`config.mk`:
```
export PLATFORM = sky130hd
export DESIGN_NAME = pc_sequencer
export DESIGN_NICKNAME = d
export VERILOG_FILES = /design/src/rtl/pc_sequencer.sv
export SDC_FILE = /design/constraint.sdc
export NUM_CORES = 1
export LEC_CHECK = 0
export CORE_MARGIN = 3
export CORE_UTILIZATION = 46
export CTS_BUF_LIST = sky130_fd_sc_hd__clkbuf_16
export DETAILED_ROUTE_END_ITERATION = 10
export PLACE_DENSITY = 0.79
export SETUP_SLACK_MARGIN = 0.5
export SYNTH_ARGS = -nofsm -noshare
export SYNTH_HDL_FRONTEND = slang
export SYNTH_SLANG_ARGS = --single-unit
```
`constraint.sdc`:
```
create_clock -name clk -period 2.2 [get_ports clk]
set_input_delay 0.55 -clock clk [delete_from_list [all_inputs] [get_ports clk]]
set_output_delay 0.55 -clock clk [all_outputs]
set_load 0.01 [all_outputs]
```
`src/rtl/pc_sequencer.sv`:
```
// ============================================================================
// Module      : pc_sequencer
// Description : PC register and run/halt/single-step sequencer for the 24-bit CPU.
//               Optional breakpoint compare is enabled by defining BREAKPOINT_EN.
// Revision    : 1.0
// ============================================================================
`default_nettype none

module pc_sequencer #(
    parameter logic [23:0] RESET_VECTOR = 24'd0,
    parameter logic [23:0] PC_INC       = 24'd3
) (
    input  logic        clk,
    input  logic        rst,
    input  logic        start,
    input  logic        halt,
    input  logic        step,
    input  logic        stall,
    input  logic        branch,
    input  logic [23:0] branch_target,
    input  logic        jump,
    input  logic [23:0] jump_target,
`ifdef BREAKPOINT_EN
    input  logic        bp_valid,
    input  logic [23:0] bp_addr,
    output logic        bp_hit,
`endif
    output logic [23:0] pc,
    output logic        running,
    output logic [23:0] instr_count
);

    typedef enum logic [1:0] {
        S_IDLE   = 2'd0,
        S_RUN    = 2'd1,
        S_HALTED = 2'd2
    } state_t;

    localparam logic [23:0] COUNT_MAX = 24'hFFFFFF;

    state_t      state;
    state_t      state_next;
    logic        step_pending;
    logic        pending_next;
    logic        do_update;
    logic [23:0] next_pc;

`ifdef BREAKPOINT_EN
    logic        bp_bypass;
    logic        bypass_next;
    logic        hit_next;
    logic        bp_match;

    // Bypass lets the first update after a resume leave the breakpoint address.
    assign bp_match = bp_valid && (pc == bp_addr) && !bp_bypass;
`endif

    assign next_pc = jump   ? jump_target   :
                     branch ? branch_target :
                              pc + PC_INC;

    assign running = (state == S_RUN);

    always_comb begin
        state_next   = state;
        pending_next = step_pending;
        do_update    = 1'b0;
`ifdef BREAKPOINT_EN
        bypass_next  = bp_bypass;
        hit_next     = 1'b0;
`endif
        case (state)
            S_IDLE: begin
                if (start && !halt) begin
                    state_next = S_RUN;
                end
            end
            S_RUN: begin
                if (halt) begin
                    state_next = S_HALTED;
`ifdef BREAKPOINT_EN
                end else if (bp_match) begin
                    state_next = S_HALTED;
                    hit_next   = 1'b1;
`endif
                end else if (!stall) begin
                    do_update = 1'b1;
                end
            end
            S_HALTED: begin
                if (start && !halt) begin
                    state_next   = S_RUN;
                    pending_next = 1'b0;
`ifdef BREAKPOINT_EN
                    bypass_next  = 1'b1;
`endif
                end else if (step_pending) begin
                    // A step arriving while one is already pending is dropped.
                    if (!stall) begin
                        do_update    = 1'b1;
                        pending_next = 1'b0;
                    end
                end else if (step) begin
                    pending_next = 1'b1;
`ifdef BREAKPOINT_EN
                    bypass_next  = 1'b1;
`endif
                end
            end
            default: begin
                state_next = S_IDLE;
            end
        endcase
`ifdef BREAKPOINT_EN
        if (do_update) begin
            bypass_next = 1'b0;
        end
`endif
    end

    always_ff @(posedge clk) begin
        if (rst) begin
            state        <= S_IDLE;
            step_pending <= 1'b0;
            pc           <= RESET_VECTOR;
            instr_count  <= 24'd0;
`ifdef BREAKPOINT_EN
            bp_bypass    <= 1'b0;
            bp_hit       <= 1'b0;
`endif
        end else begin
            state        <= state_next;
            step_pending <= pending_next;
`ifdef BREAKPOINT_EN
            bp_bypass    <= bypass_next;
            bp_hit       <= hit_next;
`endif
            if (do_update) begin
                pc <= next_pc;
                if (instr_count != COUNT_MAX) begin
                    instr_count <= instr_count + 24'd1;
                end
            end
        end
    end

endmodule

`default_nettype wire

```
==> results of run 1 <==
==> power breakdown <==
group	internal (mW)	total, mW	leakage, nW	switching, mW
clock	0.421	0.819	0.0658	0.398
combinational	0.454	0.836	1.83	0.382
sequential	0.950	0.995	0.433	0.0452
total	1.83	2.65	2.33	0.825
==> cells by family after synthesis <==
kind of cell | after synthesis | synth area share, %
and+or+nand+nor | 167 | 29.4
AOI/OAI and AO/OA | 136 | 26.7
xor gates and xnor gates | 7 | 1.85
DFF | 51 | 30.9
muxes | 7 | 2.23
buffers and inverters | 41 | 6.31
adders and majority gates | 7 | 2.65
==> worst register-to-register path, cell delays in order, from the launching register on <==
cell and delay, ns:
dfxtp_4 0.36, inv_4 0.05, ha_4 0.24, nor2b_4 0.16
nor2b_4 0.25, nand2_8 0.09, buf_6 0.14, or4_1 0.45
a21oi_1 0.18
==> placed cells by master, fill, tap and decap left out, types with 8 or more instances in the layout <==
cell type,Yosys,routed
dfxtp_1,51,14
o21ai_0,25,10
a31oi_1,9,8
dfxtp_2,0,27
dlygate4sd2_1,0,52
nand2_1,36,32
o211ai_1,8,8
clkdlybuf4s50_1,0,49
a21oi_2,0,11
nand3_1,16,11
buf_6,2,17
o21ai_1,0,8
buf_4,1,54
nor2_1,31,26
a21oi_1,38,27
inv_1,13,11
o31ai_1,15,9
dfxtp_4,0,10
==> cell type report <==
type	instances	area (um^2)	area share (%)
multi-input combinational	325	2590	45.2
timing repair buffer	183	1730	30.2
sequential	51	1090	19.0
clock buffer	5	125	2.18
tap	96	120	2.09
inverter	13	53.8	0.938
clock inverter	3	20.0	0.349
==> path summary, 6_finish.rpt <==
check                start              end  slack, ns  cells past startpoint
setup / recovery  state[0]  instr_count[10]       0.20                      8
hold / removal      pc[23]           pc[23]       0.48                      2
setup reg to reg  state[0]  instr_count[10]       0.20                      8
hold reg to reg     pc[23]           pc[23]       0.48                      2
==> sequential cells by signal, indices dropped and copies added (netlist names) <==
name / cells
pc: 24
state: 2
instr_count: 24
step_pending: 1
==> per-layer routing <==
layer  share of wire, %  GRT usage, %
met5                  0             0
met4                4.2          9.17
met3                 10          5.92
met2                 47          47.1
met1                 39          34.7
==> through the flow <==
| step | total power [mW] | hold WS [ns] | cell area, um^2 |
|---|---|---|---|
| finish | 2.65 | 0.483 | 5740 |
| global route | 2.72 | 0.523 | 5740 |
| CTS | 2.41 | 0.495 | 5220 |
| detailed placement | 1.52 | 0.483 | 4690 |
| global placement | 1.51 | 0.468 | 4690 |
| floorplan | 1.28 | 0.466 | 3420 |
==> Yosys cell counts, drive strengths merged (2+ instances only) <==
cell / count
dfxtp: 51
a221oi: 4
and2: 2
or3: 6
ha: 7
buf: 9
nand3: 16
o31a: 2
o21ai: 26
nand2b: 8
nand3b: 3
a21boi: 2
o211ai: 8
or2: 2
a222oi: 3
a22oi: 2
xor2: 7
a22o: 3
clkbuf: 19
o2bb2ai: 3
mux2: 3
o2111ai: 2
mux2i: 4
nor2b: 9
o32ai: 2
nor4: 3
o22ai: 3
or4: 13
inv: 13
a211oi: 8
a21oi: 38
o31ai: 15
and4: 6
nor4b: 4
nor3: 11
nor2: 31
a31oi: 9
a21o: 2
a311oi: 2
nand4: 9
nand2: 36
and3: 6
==> what timing repair did <==
item,in CTS,in global routing
pin swaps,26,33
buffers inserted,24,15
endpoints found under the setup margin,96,49
gates resized for setup,129,91
gates cloned,2,2
==> results.md, run 1 <==
Run status:
- The run finished with clean final reports.

Routing:
- The length of the first detailed-routing pass in iterations is 7.
- The via-per-instance ratio is 6.51.
- The per-cell routed wire length is between 20 and 25 um.
- The DRC violation total after the first TritonRoute iteration is roughly 590.
- In the routed design, unresolved DRC markers number 0.
- The count of nets left with antenna violations after detail routing is 0.
- The total length of routed wires is approximately 15 mm.
- The total number of vias is roughly 4400.

Floorplan:
- The width of the chip is approximately 90 um.
- The floorplan core area is about 7000 um^2.
- The overall die area is 8250 um^2.
- The number of ports placed on the die boundary is 105.
- The initialized floorplan defines 30 standard-cell rows.
- The die boundary height is 90.8 um.
- The starting density of the core is between 40% and 50%.

Cells and area:
- After the flow finishes, the layout carries non-filler instances totaling 676.
- Relative to the synthesized area, the layout overhead comes to 73.4%.
- The fraction of final layout cells sized beyond drive strength 1 is approximately 39%.
- The utilization after layout is a little over four fifths.
- The net count of the finished layout is ~640.
- The number of diodes added for antenna fixing is 0.
- The count of fill cells added during filler insertion is 370.

Synthesis:
- The number of library cell types mapped by synthesis is 61.
- By area the synthesized netlist is led by dfxtp_1 (31%), a21oi_1 (5.7%), nand2_1 (4.1%).
- The number of cells produced by synthesis is ~420.
- The number of enable-type register cells in the synthesized netlist is 0.
- The post-synth design cell area is ~3300 um^2.
- In this run the mean area of a mapped cell was roughly 8.0 um^2.
- The post-synthesis net count is 479.
- In the synthesized netlist the dominant register cell turns out to be dfxtp_1.
- During synthesis, Yosys emitted a total of 0 warnings.
- Synthesis inferred 51 register bits.
- The library cell with the largest summed area after synthesis is dfxtp_1.
- The sequential cell area fraction in the yosys report is a little under a third.
- The share of the synthesized area in the top cell type is a little under a third.
- The async set-or-reset flop fraction in the synthesized netlist is 0%.

Placed design:
- The post-placement worst setup slack is -0.0919 ns.
- The count of buffers added on input and output ports is 104.
- In this run, placement finished with an instance count of about 630.
- Once detailed placement completed, the half-perimeter wirelength came to between 7 and 8 mm.
- The congestion estimate from routability-driven global placement came to around 0.9.

Worst setup path:
- The cell that appears most often on the critical path is nor2b_4.
- Data on the critical path is required at its endpoint by 2.42 ns.
- The cell with the largest stage delay on the worst path is or4_1.
- The largest fanout of any net on the critical path is 7.
- The category of the most critical setup path is register to register.
- The worst setup path is captured at a register.
- The critical path data arrival time is roughly 2.2 ns.
- The maximum cell stage delay along the critical path is 0.45 ns.
- Counting both buffers and inverters, the worst setup path holds a total of 2.
- The family with the most delay on the worst path is simple AND/OR/NAND/NOR gates.
- The worst setup path is launched from a register.
- The signal on the critical path passes through inv_4, ha_4, nor2b_4, nor2b_4, nand2_8, buf_6, or4_1, a21oi_1.

Timing:
- The final critical path takes up slightly above 90% of the cycle.
- Setup violations remaining at the end of the flow were counted as 0.
- Static timing analysis puts the maximum clock frequency at between 0.5 and 0.6 GHz.
- In the post-route analysis, the smallest setup slack over all paths is 0.205 ns.
- The worst clock skew is between 0.006 and 0.007 ns.
- The setup TNS after final layout is 0 ns.
- Setup repair after global routing could not meet its margin everywhere.
- The count of final hold-check violations is 0.
- The worst pin sits at a relative slew slack of about 53%.
- The max-slew violation count is 0.
- The transition time at the pin with the least slew margin is roughly 0.7 ns.
- The final critical-path required period is 2.00 ns.

Clock network:
- The number of H-tree levels is 2.
- The clock net in this run drives a total of 51 sinks.
- In this run the clock root is driven by a clkbuf_16.
- The CTS tree is built.
- The clock latency on the worst-skew pair is roughly 0.30 ns.
- The CTS clock-pin slew for the worst setup and hold paths is about 0.080 ns.
- The maximum clock path buffer count is 2.
- Buffers inserted to repair hold after CTS numbered 0.
- In this run, CTS created clock tree buffers numbering 5.

GRT:
- The global-route wire length before repair is around 19 mm.
- Entering global routing, the biggest net connects 31 pins.
- The number of global-route vias before repair is approximately 3900.
- The residual overflow from global routing is 0.
- The initial antenna violation count came to 0.
- The overall track demand over capacity in global routing is between 20% and 30%.

Power and ir drop:
- In this run the static leakage power is between 2 and 2.5 nW.
- The worst vdd rail ir drop is roughly 0.46 mV.
- In this run the power density over the cells is about 460 nW/um^2.

Flow run:
- The number of violations of the max-capacitance limit is 0.

Worst hold path:
- The worst min-delay path class is register to register.
Note: power is estimated with default switching activity, not from simulation.
==> run 2, diff against run 1 <==
--- a/config.mk
+++ b/config.mk
@@ -5,9 +5,10 @@
 export SDC_FILE = /design/constraint.sdc
 export NUM_CORES = 1
 export LEC_CHECK = 0
+export CORE_ASPECT_RATIO = 0.7
 export CORE_MARGIN = 3
 export CORE_UTILIZATION = 46
-export CTS_BUF_LIST = sky130_fd_sc_hd__clkbuf_16
+export CTS_BUF_LIST = sky130_fd_sc_hd__clkbuf_8
 export DETAILED_ROUTE_END_ITERATION = 10
 export PLACE_DENSITY = 0.79
 export SETUP_SLACK_MARGIN = 0.5
==> results.md, run 2 (same netlist as run 1, synthesis figures left out) <==
Cells and area:
- The fraction of final layout cells sized beyond drive strength 1 is about a third.
- In the final layout, the registers with the most flip-flops are instr_count x24, pc x24, state x2.
- The net count of the finished layout is 630.
- Counting the fill cells in the layout gives between 400 and 500.
- Once layout is complete, the utilization of the core stands at roughly 80%.
- The number of antenna diodes in the final layout is 0.
- The cell area after layout is roughly 5400 um^2.
- The register area is 1100 um^2.
- The area of the multi-input gates is between 2000 and 2500 um^2.
- Excluding fillers, the count of instances in the completed layout stands at between 600 and 700.
- The top cell types in the final layout, fill and taps aside, are clkdlybuf4s50_1 (49), buf_4 (49), dlygate4sd2_1 (48).
- The area overhead of the layout relative to synthesis is 63.5%.

Placed design:
- Input and output buffers added on the ports amount to around 100.
- Prior to clock tree synthesis, the placed netlist has a worst setup slack of -0.131 ns.
- Detailed placement ended at an HPWL of around 8 mm.
- The last weighted congestion value of the routability-driven placer is approximately 0.9.
- Summing all placed instances gives a cell area of 4690 um^2.
- The total instance count after detailed placement is 620.

Timing:
- The max-slew violation count is 0.
- Setup repair after global routing could not meet its margin everywhere.
- At the pin with the least slew margin, the transition time is 0.637 ns.
- The count of final hold-check violations came to 0.
- For the final database, setup skew stands at about 0.0075 ns.
- The fraction of the cycle the final worst path needs is 89.2%.
- The number of setup violations in the final report is 0.
- Setup slack closes at roughly 0.24 ns.
- The top achievable clock speed is between 0.5 and 0.6 GHz.
- The final critical-path required period is roughly 2.0 ns.
- The worst slew slack as a fraction of its limit is 57.6%.
- The setup TNS after final layout is 0 ns.

Worst setup path:
- The critical path data arrival time is 2.20 ns.
- The worst reg-to-reg setup slack is between 0.2 and 0.25 ns.
- The worst setup path is captured at a register.
- The required arrival time at the worst endpoint is approximately 2.4 ns.
- STA classifies the critical path startpoint as a register.
- The largest fanout of any net on the critical path is 7.
- The category of the most critical setup path is register to register.

Routing:
- After detailed routing, the total wire length is ~13 mm.
- The pre-antenna-repair detailed-routing pass consisted of 8 iterations.
- After detailed routing, the number of vias per cell comes to 6.33.
- For this block, the initial DRC count from the detailed router was approximately 510.
- The count of nets left with antenna violations after detail routing is 0.
- The detailed router placed between 4000 and 5000 vias in this run.
- The final routed DRC violation total is 0.
- The per-cell routed wire length is around 20 um.

Floorplan:
- The starting density of the core is roughly 48%.
- approximately 110 I/O pins were placed.
- In this run the core area contains 25 standard-cell rows.
- From bottom edge to top edge, the die measures 77.0 um.
- The floorplan step set the die width to roughly 110 um.
- In this run the standard cell core region covers roughly 6900 um^2.
- The die covers about 8300 um^2.

GRT:
- Entering global routing, the biggest net connects 33 pins.
- The residual overflow from global routing is 0.
- The overall track demand over capacity in global routing is 28.8%.
- The initial antenna violation count is 0.
- The number of global-route vias before repair is 3800.
- The global-route wire length before repair is 19.4 mm.

Worst hold path:
- The worst hold path belongs to the class register to register.

Clock network:
- The CTS clock-pin slew for the worst setup and hold paths is approximately 0.10 ns.
- The maximum clock path buffer count is 2.
- The number of H-tree levels is 2.
- Buffers inserted during clock tree synthesis total 5.
- The clock latency on the worst-skew pair is around 0.31 ns.
- The number of sinks driven by the clock tree is around 50.
- The CTS tree is built.
- The buffer cell driving the clock tree root is clkbuf_8.

Power and ir drop:
- The leakage power of the design is between 2 and 2.5 nW.
- IR analysis of the VDD net gives a maximum drop of between 0.4 and 0.5 mV.
- The power per cell area is 432 nW/um^2.

Run status:
- The run finished with clean final reports.

Flow run:
- Max-cap violations in this run came to 0.
-- run 2: what timing repair did --
item | in CTS | in global routing
setup endpoints to repair | 96 | 53
buffers inserted | 21 | 6
cloned | 5 | 2
gates resized for setup | 130 | 45
hold buffers | 0 | 0
pin swaps | 15 | 8
-- run 2: metal layers --
metal  global-route usage, %  share of wire (%)
met4                    8.07                1.9
met3                    5.21                9.6
met5                       0                  0
met2                    43.8                 45
met1                    41.7                 43
-- run 2: worst paths after layout --
path                                from               to  cells past startpoint
worst min-delay path              pc[23]           pc[23]                      2
worst min register to register    pc[23]           pc[23]                      2
worst max-delay path            state[1]  instr_count[17]                      8
worst max register to register  state[1]  instr_count[17]                      8
-- run 2: area by class of cell --
cell class	instances	area share, %
multi-input cells	329	45.5
repair buffers	167	29.2
flip-flops and latches	51	20.4
well taps	94	2.17
clock buffers	6	1.53
inverters	13	0.948
clock inverters	2	0.231
-- run 2: worst max-delay path, cell delays in order, from the launching register on --
cell and delay, ns:
dfxtp_2 0.35, inv_2 0.07, ha_4 0.27, nor2b_4 0.16, and4_4 0.28, nand2_8 0.09
buf_6 0.14, or4_1 0.39, a21oi_1 0.14
-- run 2: power breakdown --
part	switching [mW]	internal (mW)
Sequential	0.0401	0.950
Combinational	0.355	0.401
Clock	0.339	0.254
Total	0.734	1.60
-- run 2: per-stage QoR --
| step | power (mW) | hold slack (ns) |
|---|---|---|
| global route | 2.42 | 0.535 |
| floorplan | 1.28 | 0.466 |
| global placement | 1.53 | 0.476 |
| finish | 2.34 | 0.513 |
| detailed placement | 1.54 | 0.495 |
| CTS | 2.21 | 0.508 |
==> run 3, diff against run 2 <==
--- a/config.mk
+++ b/config.mk
@@ -5,11 +5,13 @@
 export SDC_FILE = /design/constraint.sdc
 export NUM_CORES = 1
 export LEC_CHECK = 0
+export CAP_MARGIN = 20
 export CORE_ASPECT_RATIO = 0.7
 export CORE_MARGIN = 3
 export CORE_UTILIZATION = 46
 export CTS_BUF_LIST = sky130_fd_sc_hd__clkbuf_8
 export DETAILED_ROUTE_END_ITERATION = 10
+export GPL_ROUTABILITY_DRIVEN = 0
 export PLACE_DENSITY = 0.79
 export SETUP_SLACK_MARGIN = 0.5
 export SYNTH_ARGS = -nofsm -noshare
==> results of run 3 <==
The final DEF is identical to that of run 2; final timing and power are the same.
